[config.mk]
export PLATFORM = sky130hd
export DESIGN_NAME = color_stabilizer
export DESIGN_NICKNAME = d
export VERILOG_FILES = /design/src/rtl/color_stabilizer.sv
export SDC_FILE = /design/constraint.sdc
export NUM_CORES = 1
export LEC_CHECK = 0
export ABC_AREA = 1
export CORE_MARGIN = 2
export CORE_UTILIZATION = 43
export CTS_BUF_LIST = sky130_fd_sc_hd__clkbuf_16
export DETAILED_ROUTE_END_ITERATION = 10
export GPL_TIMING_DRIVEN = 0
export PLACE_DENSITY = 0.63
export RECOVER_POWER = 50
export SETUP_SLACK_MARGIN = 0.4
export SLEW_MARGIN = 40
export SYNTH_ARGS = -nofsm -noshare
export SYNTH_HDL_FRONTEND = slang
export SYNTH_SLANG_ARGS = --single-unit
[constraint.sdc]
create_clock -name clk_1MHz -period 2.2 [get_ports clk_1MHz]
set_input_delay 0.22 -clock clk_1MHz [delete_from_list [all_inputs] [get_ports clk_1MHz]]
set_output_delay 0.22 -clock clk_1MHz [all_outputs]
set_load 0.01 [all_outputs]
[src/rtl/color_stabilizer.sv]
// color_stabilizer
//   Follows the colour-detection stage: spots each completed measurement round
//   (filter stepping 1 -> 2), debounces the round colour into a stable colour,
//   keeps saturating per-colour tallies and flags a sensor that stops producing
//   rounds.
// Ports:
//   clk_1MHz      system clock, rising edge
//   rst           asynchronous active-high reset
//   filter[1:0]   filter select from detect stage (2=clear, 3=green, 0=red, 1=blue)
//   color[1:0]    colour code from detect stage (0=none, 1=red, 2=green, 3=blue)
//   stable_color  debounced colour, same encoding as color
//   new_color     one-cycle pulse when stable_color changes
//   result_strobe one-cycle pulse per completed round
//   red/green/blue_tally  saturating round counts per colour
//   stall         high while no round has completed for TIMEOUT clocks
module color_stabilizer #(
  parameter int unsigned STABLE_CNT = 3,
  parameter int unsigned TALLY_W    = 8,
  parameter int unsigned TIMEOUT    = 4000
) (
  input  logic               clk_1MHz,
  input  logic               rst,
  input  logic [1:0]         filter,
  input  logic [1:0]         color,
  output logic [1:0]         stable_color,
  output logic               new_color,
  output logic               result_strobe,
  output logic [TALLY_W-1:0] red_tally,
  output logic [TALLY_W-1:0] green_tally,
  output logic [TALLY_W-1:0] blue_tally,
  output logic               stall
);

  typedef enum logic [1:0] {
    ST_IDLE,
    ST_QUAL,
    ST_LOCK
  } state_t;

  localparam logic [3:0]         STABLE_N  = 4'(STABLE_CNT);
  localparam bit                 SINGLE    = (STABLE_CNT == 1);
  localparam logic [15:0]        TIMEOUT_V = 16'(TIMEOUT);
  localparam logic [TALLY_W-1:0] TALLY_MAX = '1;

  state_t             state_q, state_d;
  logic [1:0]         filter_prev_q, filter_prev_d;
  logic [1:0]         cand_q, cand_d;
  logic [3:0]         match_q, match_d;
  logic [1:0]         stable_q, stable_d;
  logic               new_color_q, new_color_d;
  logic               strobe_q, strobe_d;
  logic [TALLY_W-1:0] red_q, red_d, green_q, green_d, blue_q, blue_d;
  logic [15:0]        timer_q, timer_d;
  logic               stall_q, stall_d;

  logic round_done;
  logic do_lock;

  function automatic logic [TALLY_W-1:0] sat_inc(input logic [TALLY_W-1:0] v,
                                                 input logic hit);
    if (hit && v != TALLY_MAX) return v + TALLY_W'(1);
    return v;
  endfunction

  always_comb begin
    round_done    = (filter == 2'd2) && (filter_prev_q == 2'd1);
    filter_prev_d = filter;
    strobe_d      = round_done;

    state_d     = state_q;
    cand_d      = cand_q;
    match_d     = match_q;
    stable_d    = stable_q;
    new_color_d = 1'b0;
    do_lock     = 1'b0;

    if (round_done) begin
      unique case (state_q)
        ST_IDLE: begin
          if (color != 2'd0) begin
            cand_d  = color;
            match_d = 4'd1;
            if (SINGLE) do_lock = 1'b1;
            else        state_d = ST_QUAL;
          end
        end
        ST_QUAL: begin
          if (color == 2'd0) begin
            state_d = ST_IDLE;
            match_d = 4'd0;
          end else if (color == cand_q) begin
            match_d = match_q + 4'd1;
            if (match_q + 4'd1 == STABLE_N) do_lock = 1'b1;
          end else begin
            cand_d  = color;
            match_d = 4'd1;
            if (SINGLE) do_lock = 1'b1;
          end
        end
        ST_LOCK: begin
          if (color == 2'd0) begin
            state_d = ST_IDLE;
          end else if (color != stable_q) begin
            state_d = ST_QUAL;
            cand_d  = color;
            match_d = 4'd1;
            if (SINGLE) do_lock = 1'b1;
          end
        end
        default: state_d = ST_IDLE;
      endcase

      // Lock uses the candidate chosen in this same round, so a fresh
      // candidate can lock immediately when one result is enough.
      if (do_lock) begin
        state_d = ST_LOCK;
        match_d = 4'd0;
        if (cand_d != stable_q) begin
          stable_d    = cand_d;
          new_color_d = 1'b1;
        end
      end
    end

    red_d   = sat_inc(red_q,   round_done && color == 2'd1);
    green_d = sat_inc(green_q, round_done && color == 2'd2);
    blue_d  = sat_inc(blue_q,  round_done && color == 2'd3);

    // A completed round wins over a timeout seen in the same cycle.
    if (round_done)              timer_d = '0;
    else if (timer_q == 16'hFFFF) timer_d = timer_q;
    else                          timer_d = timer_q + 16'd1;
    stall_d = round_done ? 1'b0 : (timer_q >= TIMEOUT_V);
  end

  // filter_prev resets to the clear phase so releasing reset mid-round
  // cannot fake a 1 -> 2 transition.
  always_ff @(posedge clk_1MHz or posedge rst) begin
    if (rst) begin
      state_q       <= ST_IDLE;
      filter_prev_q <= 2'd2;
      cand_q        <= '0;
      match_q       <= '0;
      stable_q      <= '0;
      new_color_q   <= 1'b0;
      strobe_q      <= 1'b0;
      red_q         <= '0;
      green_q       <= '0;
      blue_q        <= '0;
      timer_q       <= '0;
      stall_q       <= 1'b0;
    end else begin
      state_q       <= state_d;
      filter_prev_q <= filter_prev_d;
      cand_q        <= cand_d;
      match_q       <= match_d;
      stable_q      <= stable_d;
      new_color_q   <= new_color_d;
      strobe_q      <= strobe_d;
      red_q         <= red_d;
      green_q       <= green_d;
      blue_q        <= blue_d;
      timer_q       <= timer_d;
      stall_q       <= stall_d;
    end
  end

  assign stable_color  = stable_q;
  assign new_color     = new_color_q;
  assign result_strobe = strobe_q;
  assign red_tally     = red_q;
  assign green_tally   = green_q;
  assign blue_tally    = blue_q;
  assign stall         = stall_q;

endmodule
==> impl_metrics.csv, run 1 <==
group,metric,value,unit
yosys,synth_enable_flop_cells,0,
yosys,cell_count_after_synthesis,347,
sta,min_period_over_period,0.823,
drt,post_drt_via_cell_ratio,5.15,
hold_path,timing.hold.worst.class,"primary input to flip-flop",
die,die_w,86.1,um
placement,io_buffer_count,34,
placement,place.detailed.hpwl,4390,um
power,totalPowerFinal,2.69,mW
global_route,grt_start_max_net_pins,37,
sta,rsz0062_at_grt,"no",
drt,number_of_drc_violations_after_detailed_routing_iteration_0,98,
cells_and_area,num-nets-final,405,
critical_path,startpoint_type,"primary input",
drt,detail_route.wl_per_cell,12.7,um
sta,relSlewSlack,0.376,
placement,placedInstanceArea,3360,um^2
cells_and_area,drive_above_1_share,0.0992,
global_route,grt_pass1_wl,10300,um
sta,layout_min_cycle_time,1.81,ns
yosys,yosysUniqueCellTypes,36,
power,static_leakage,1.69,nW
die,core_region_area,6420,um^2
global_route,grt_antenna_before_repair,0,
cells_and_area,fillers,590,
cells_and_area,antenna_cells,0,
clock_network,clock_tree.htree_level_count,2,
critical_path,critPathKind,"primary input to flip-flop",
placement,globalplace.congestion,0.886,
yosys,synth_flop_cell,"sky130_fd_sc_hd__dfrtp_1",
drt,drtAntennaViolNets,0,
clock_network,root_buffer,"sky130_fd_sc_hd__clkbuf_16",
clock_network,clkSinkCount,55,
flow_run,max_cap_violations,0,
outcome,status,"complete, no violations",
sta,transition_time_at_the_pin_with_the_least_slew_margin,0.931,ns
cells_and_area,most_common_library_cell_in_the_layout_ignoring_fill_and_taps,"sky130_fd_sc_hd__nand2_1",
yosys,seq_area_frac_synth,0.475,
yosys,asyncSetResetFlopFracSynth,1.00,
drt,postRouteWirelength,5970,um
global_route,number_of_global_route_vias_before_repair,2315,
global_route,globalRouteOverflowTotal,0,
power,max-vdd-ir-drop,445,uV
cells_and_area,mostFrequentLayoutCells,"sky130_fd_sc_hd__nand2_1, sky130_fd_sc_hd__dfrtp_1, sky130_fd_sc_hd__inv_1, sky130_fd_sc_hd__nand3_1, sky130_fd_sc_hd__nor2_1",
sta,finClkSkew,0.00940,ns
sta,setup_violations,0,
yosys,ys_ff_latch,55,
clock_network,clk_transition_reported_paths,0.07,ns
cells_and_area,synthToLayoutAreaGrowth,23.3,%
critical_path,cp-end-kind,"flip-flop",
drt,detail_route.drc_violations,0,
clock_network,max-clock-path-buffers,2,
clock_network,cts_tree,"yes",
drt,detail_route.first_pass.iterations,4,
sta,fmax,0.552,GHz
cells_and_area,layout.cell_area.non_filler,3570,um^2
yosys,syn_nets,360,
yosys,yosysWarningCount,0,
yosys,postSynthAreaPerCell,8.35,um^2
power,power.density,753,nW/um^2
critical_path,crit_path_max_fanout,6,
die,design.die.area,7410,um^2
die,io-pin-count,35,
clock_network,clock_latency,0.30,ns
critical_path,worst-endpoint-required,2.38,ns
critical_path,crit_arrival,1.99,ns
sta,report.final.slew_viol_count,0,
clock_network,numCtsBuffers,5,
die,number_of_rows_in_the_core_area,29,
die,initial_core_util,0.451,
sta,hold_violations,0,
die,die_y,86.1,um
global_route,grt_usage,0.172,
drt,via_count,2422,
yosys,synthesis.area,2900,um^2
-- power breakdown --
group | internal [mW] | switching (mW) | total, mW | leakage (nW)
combinational | 0.257 | 0.290 | 0.548 | 0.897
clock | 0.433 | 0.385 | 0.818 | 0.0748
sequential | 1.15 | 0.176 | 1.33 | 0.720
-- worst paths after layout --
path                                            start                    endpoint  slack, ns  depth (start not counted)
min in group asynchronous                         rst    red_tally[2]$_DFFE_PP0P_       0.53                          2
hold / removal                               color[0]  green_tally[5]$_DFFE_PP0P_       0.46                          4
setup reg to reg           green_tally[1]$_DFFE_PP0P_  green_tally[6]$_DFFE_PP0P_       0.50                          7
setup / recovery                            filter[0]   blue_tally[5]$_DFFE_PP0P_       0.39                          8
max in group asynchronous                         rst  filter_prev_q[1]$_DFF_PP1_       0.98                          3
hold reg to reg              red_tally[3]$_DFFE_PP0P_    red_tally[3]$_DFFE_PP0P_       0.50                          1
-- Yosys cell counts, types with 2 or more instances --
cell type | number | share of area
sky130_fd_sc_hd__o21ai_0 | 18 | 0.031
sky130_fd_sc_hd__nand2_1 | 83 | 0.11
sky130_fd_sc_hd__mux2_2 | 3 | 0.012
sky130_fd_sc_hd__nand4_1 | 8 | 0.017
sky130_fd_sc_hd__nand3_2 | 3 | 0.010
sky130_fd_sc_hd__a21oi_1 | 7 | 0.012
sky130_fd_sc_hd__nor2_1 | 26 | 0.034
sky130_fd_sc_hd__dfrtp_1 | 54 | 0.47
sky130_fd_sc_hd__nor4_1 | 4 | 0.0086
sky130_fd_sc_hd__xor2_1 | 14 | 0.042
sky130_fd_sc_hd__nor3_2 | 2 | 0.0069
sky130_fd_sc_hd__inv_2 | 3 | 0.0039
sky130_fd_sc_hd__o31ai_1 | 3 | 0.0078
sky130_fd_sc_hd__or2_0 | 2 | 0.0043
sky130_fd_sc_hd__inv_1 | 33 | 0.043
sky130_fd_sc_hd__xnor2_1 | 12 | 0.036
sky130_fd_sc_hd__or2_2 | 2 | 0.0043
sky130_fd_sc_hd__nor3_1 | 10 | 0.017
sky130_fd_sc_hd__nand3_1 | 34 | 0.059
sky130_fd_sc_hd__ha_1 | 7 | 0.030
sky130_fd_sc_hd__o21ai_1 | 4 | 0.0069
-- cell families after synthesis --
logic type,count (synthesis),share of synthesized area
AO/OA/AOI/OAI,38,0.0734
XOR/XNOR,26,0.0786
adder cells (fa/ha/maj),7,0.0302
buffers and inverters,39,0.0509
flip-flops,55,0.475
multiplexers,3,0.0117
AND/OR/NAND/NOR,179,0.280
-- through the flow --
step	utilization	TNS (ns)	hold WS (ns)	setup WS, ns	cells
6_report	0.556	0	0.457	0.390	470
5_1_grt	0.556	0	0.503	0.240	470
4_1_cts	0.552	0	0.222	0.433	470
3_5_place_dp	0.523	-0.0741	0.495	-0.0335	459
3_3_place_gp	0.519	-21.72	0.489	-0.404	458
2_1_floorplan	-	0	0.224	0.516	347
-- sequential cells by signal, summed over array words and instances, names as in the netlist --
| name | count |
|---|---|
| blue_tally | 8 |
| cand_q | 2 |
| filter_prev_q | 2 |
| green_tally | 8 |
| match_q | 4 |
| new_color | 1 |
| red_tally | 8 |
| result_strobe | 1 |
| stable_color | 2 |
| stall | 1 |
| state_q | 2 |
| timer_q | 16 |
-- cell type report --
| cell class | instances | area (um^2) | area share |
|---|---|---|---|
| timing repair buffer | 38 | 388 | 0.109 |
| tap | 77 | 96.3 | 0.0270 |
| multi-input combinational | 253 | 1410 | 0.393 |
| inverter | 36 | 136 | 0.0382 |
| clock buffer | 5 | 125 | 0.0350 |
| clock inverter | 3 | 26.3 | 0.00735 |
| sequential | 55 | 1380 | 0.386 |
| buffer | 3 | 16.3 | 0.00455 |
-- per-layer routing --
metal  vias up  track usage  wire, um
met3         6       0.0414       205
met5         -            0         0
met2        35        0.295      2900
li1       1231            -         -
met4         0       0.0491        64
met1      1150        0.215      2800
-- worst max-delay path: stages --
cell	delay, ns
sky130_fd_sc_hd__dlygate4sd3_1	0.55
sky130_fd_sc_hd__nor2_1	0.13
sky130_fd_sc_hd__nand3_2	0.15
sky130_fd_sc_hd__nor3_1	0.24
sky130_fd_sc_hd__nand2_1	0.21
sky130_fd_sc_hd__nor2_1	0.22
sky130_fd_sc_hd__nand3_1	0.12
sky130_fd_sc_hd__xnor2_1	0.14
-- repair_timing --
item,CTS,global route
setup endpoints to repair,13,20
hold buffers,0,0
pin swaps,1,1
resized for setup,4,9
setup buffers,3,0
No activity file was read; power rests on OpenSTA's default activity.
==> run 2: changes to the inputs <==
- PLACE_DENSITY: 0.63 -> 0.66
- clock period: 2.2 -> 1.5 ns (I/O delays scaled with it)
==> run 2 against run 1 <==
Against the previous run:
- the run now ends with setup timing left
- via count increased by 33%
- non-clock buffer count increased by 95
- sequential cell count unchanged
- clock skew increased by 0.0022 ns
- critical path type is now flip-flop to flip-flop
- largest cell class unchanged
==> impl_metrics.csv, run 2 (synthesis results as in run 1) <==
group,metric,value,unit
cells_and_area,number_of_flip_flops_in_the_largest_register,16,
clock_network,clock_tree.htree_level_count,2,
cells_and_area,fillers,316,
sta,finClkSkew,0.0116,ns
drt,detail_route.wl_per_cell,18.2,um
power,power.density,988,nW/um^2
power,static_leakage,2.47,nW
sta,min_period_over_period,1.09,
power,clockPowerShare,0.262,
cells_and_area,antenna_cells,0,
global_route,globalRouteOverflowTotal,0,
critical_path,critPathBufInv,1,
critical_path,crit_arrival,1.86,ns
critical_path,worst-endpoint-required,1.73,ns
drt,via_count,3214,
critical_path,path_depth,7,
clock_network,max-clock-path-buffers,2,
critical_path,cp-end-kind,"flip-flop",
hold_path,min_to,"filter_prev_q[0]$_DFF_PP0_",
outcome,violated_checks,"setup timing",
clock_network,clkSinkCount,55,
power,p_int,3.43,mW
clock_network,root_buffer,"sky130_fd_sc_hd__clkbuf_16",
die,die_w,86.1,um
drt,detail_route.first_pass.iterations,5,
drt,postRouteWirelength,10300,um
placement,dpl_worst_slack,-0.535,ns
sta,hold_violations,0,
clock_network,numCtsBuffers,5,
cells_and_area,drive_above_1_share,0.547,
power,share_of_power_burned_in_registers,0.382,
drt,detail_route.drc_violations,0,
cells_and_area,registers.top_by_ff_count,"timer_q",
critical_path,startpoint_type,"flip-flop",
sta,fmax,0.612,GHz
critical_path,cp_top_family,"simple AND/OR/NAND/NOR gates",
power,p_comb_frac,0.356,
sta,setup_violations,23,
die,io-pin-count,35,
cells_and_area,multi_input_area,2040,um^2
placement,place.detailed.hpwl,4560,um
cells_and_area,synthToLayoutAreaGrowth,78.2,%
sta,report.final.slew_viol_count,0,
hold_path,min_from,"filter[0]",
die,core_region_area,6420,um^2
sta,layout_min_cycle_time,1.63,ns
power,max-vdd-ir-drop,758,uV
critical_path,timing.reg2reg.setup_slack,-0.13,ns
cells_and_area,most_common_library_cell_in_the_layout_ignoring_fill_and_taps,"sky130_fd_sc_hd__buf_6",
global_route,grt_start_max_net_pins,21,
power,totalPowerFinal,5.10,mW
clock_network,cts_tree,"yes",
drt,number_of_drc_violations_after_detailed_routing_iteration_0,213,
hold_path,timing.hold.worst.class,"primary input to flip-flop",
global_route,grt_pass1_wl,13700,um
critical_path,crit_path_cell_trace,"ha_4, xor2_2, nor3_2, nand3_4, nor2_4, inv_2, a21oi_2",
power,power_switching,1.68,mW
hold_path,hold_depth,1,
placement,globalplace.congestion,0.869,
sta,post-route-worst-setup-slack,-0.135,ns
sta,relSlewSlack,0.378,
flow_run,max_cap_violations,0,
die,die_y,86.1,um
sta,transition_time_at_the_pin_with_the_least_slew_margin,0.927,ns
critical_path,critical_path.max_stage_delay,0.46,ns
critical_path,critPathKind,"flip-flop to flip-flop",
cells_and_area,fin_util,0.805,
cells_and_area,mostFrequentLayoutCells,"sky130_fd_sc_hd__buf_6, sky130_fd_sc_hd__nand2_1, sky130_fd_sc_hd__buf_4",
drt,post_drt_via_cell_ratio,5.69,
sta,holdWs,0.192,ns
cells_and_area,num-nets-final,500,
sta,rsz0062_at_grt,"yes",
clock_network,clock_latency,0.30,ns
critical_path,ff2ff_path_depth,7,
die,number_of_rows_in_the_core_area,29,
critical_path,timing.rr.end,"new_color$_DFF_PP0_",
placement,io_buffer_count,34,
die,initial_core_util,0.451,
clock_network,clk_transition_reported_paths,0.08,ns
global_route,number_of_global_route_vias_before_repair,2917,
critical_path,crit_path_max_fanout,5,
global_route,grt_antenna_before_repair,0,
cells_and_area,final-seq-area,1380,um^2
global_route,grt_usage,0.233,
power,netSwitchingFraction,0.329,
outcome,status,"complete, but fails checks",
die,design.die.area,7410,um^2
critical_path,r2r_start,"match_q[0]$_DFFE_PP0P_",
drt,drtAntennaViolNets,0,
critical_path,cp_slowest_cell,"sky130_fd_sc_hd__dfrtp_2",
==> run 2: cell types whose count changed in the layout (fill, tap and decap cells not counted), moves of 9 or more <==
cell / previous run / this run
sky130_fd_sc_hd__nand3_4: 0 / 10
sky130_fd_sc_hd__nor2_4: 0 / 10
sky130_fd_sc_hd__clkdlybuf4s50_1: 22 / 0
sky130_fd_sc_hd__o21ai_1: 4 / 13
sky130_fd_sc_hd__buf_4: 4 / 50
sky130_fd_sc_hd__o21ai_0: 18 / 2
sky130_fd_sc_hd__nand2_1: 82 / 55
sky130_fd_sc_hd__nor2_1: 26 / 11
sky130_fd_sc_hd__inv_1: 33 / 23
sky130_fd_sc_hd__nand2_2: 2 / 24
sky130_fd_sc_hd__buf_6: 0 / 65
sky130_fd_sc_hd__nand3_1: 33 / 13
sky130_fd_sc_hd__nand3_2: 4 / 14
==> run 2: how the worst max path moves through the flow <==
stage / startpoint / endpoint / slack [ns]
floorplan: blue_tally[0]$_DFFE_PP0P_ / blue_tally[1]$_DFFE_PP0P_ / 0.02
global placement: color[1] / state_q[1]$_DFFE_PP0P_ / -0.54
detailed placement: color[1] / state_q[1]$_DFFE_PP0P_ / -0.53
CTS: match_q[0]$_DFFE_PP0P_ / state_q[1]$_DFFE_PP0P_ / -0.04
global route: cand_q[0]$_DFFE_PP0P_ / state_q[1]$_DFFE_PP0P_ / -0.21
finish: match_q[0]$_DFFE_PP0P_ / new_color$_DFF_PP0_ / -0.13
==> run 2: layout make-up <==
type                            instances  share of cell area
Buffer                                  3             0.00969
Clock buffer                            5              0.0242
Clock inverter                          3             0.00751
Inverter                               36              0.0293
Multi-Input combinational cell        253               0.394
Sequential cell                        55               0.268
Tap cell                               77              0.0186
Timing Repair Buffer                  133               0.249
==> run 2: layer usage <==
layer	vias to the layer above	track usage	routed length [um]
li1	1427	-	-
met1	1568	0.288	3990
met2	166	0.409	5340
met3	53	0.0327	587
met4	0	0.0924	369
met5	-	0	0
==> run 2: power by group through the flow <==
| stage | sequential, mW | combinational [mW] | clock (mW) |
|---|---|---|---|
| 2_1_floorplan | 1.96 | 0.550 | 0 |
| 3_3_place_gp | 1.97 | 0.827 | 0 |
| 3_5_place_dp | 1.98 | 0.869 | 0 |
| 4_1_cts | 1.89 | 1.42 | 1.33 |
| 5_1_grt | 1.97 | 1.95 | 1.39 |
| 6_report | 1.95 | 1.82 | 1.34 |
==> run 2: timing repair <==
action                                  in CTS  in global routing
endpoints found under the setup margin      82                 78
gates cloned                                 1                  0
gates resized for setup                    187                121
hold buffers                                 0                  0
pin swaps                                   25                 40
setup buffers                               69                 27
==> run 2: through the flow <==
step / setup TNS, ns / cell area, um^2 / cells
2_1_floorplan: 0 / 3040 / 347
3_3_place_gp: -13.88 / 3480 / 458
3_5_place_dp: -12.95 / 3530 / 460
4_1_cts: -0.136 / 4540 / 538
5_1_grt: -3.48 / 5170 / 565
6_report: -1.32 / 5170 / 565
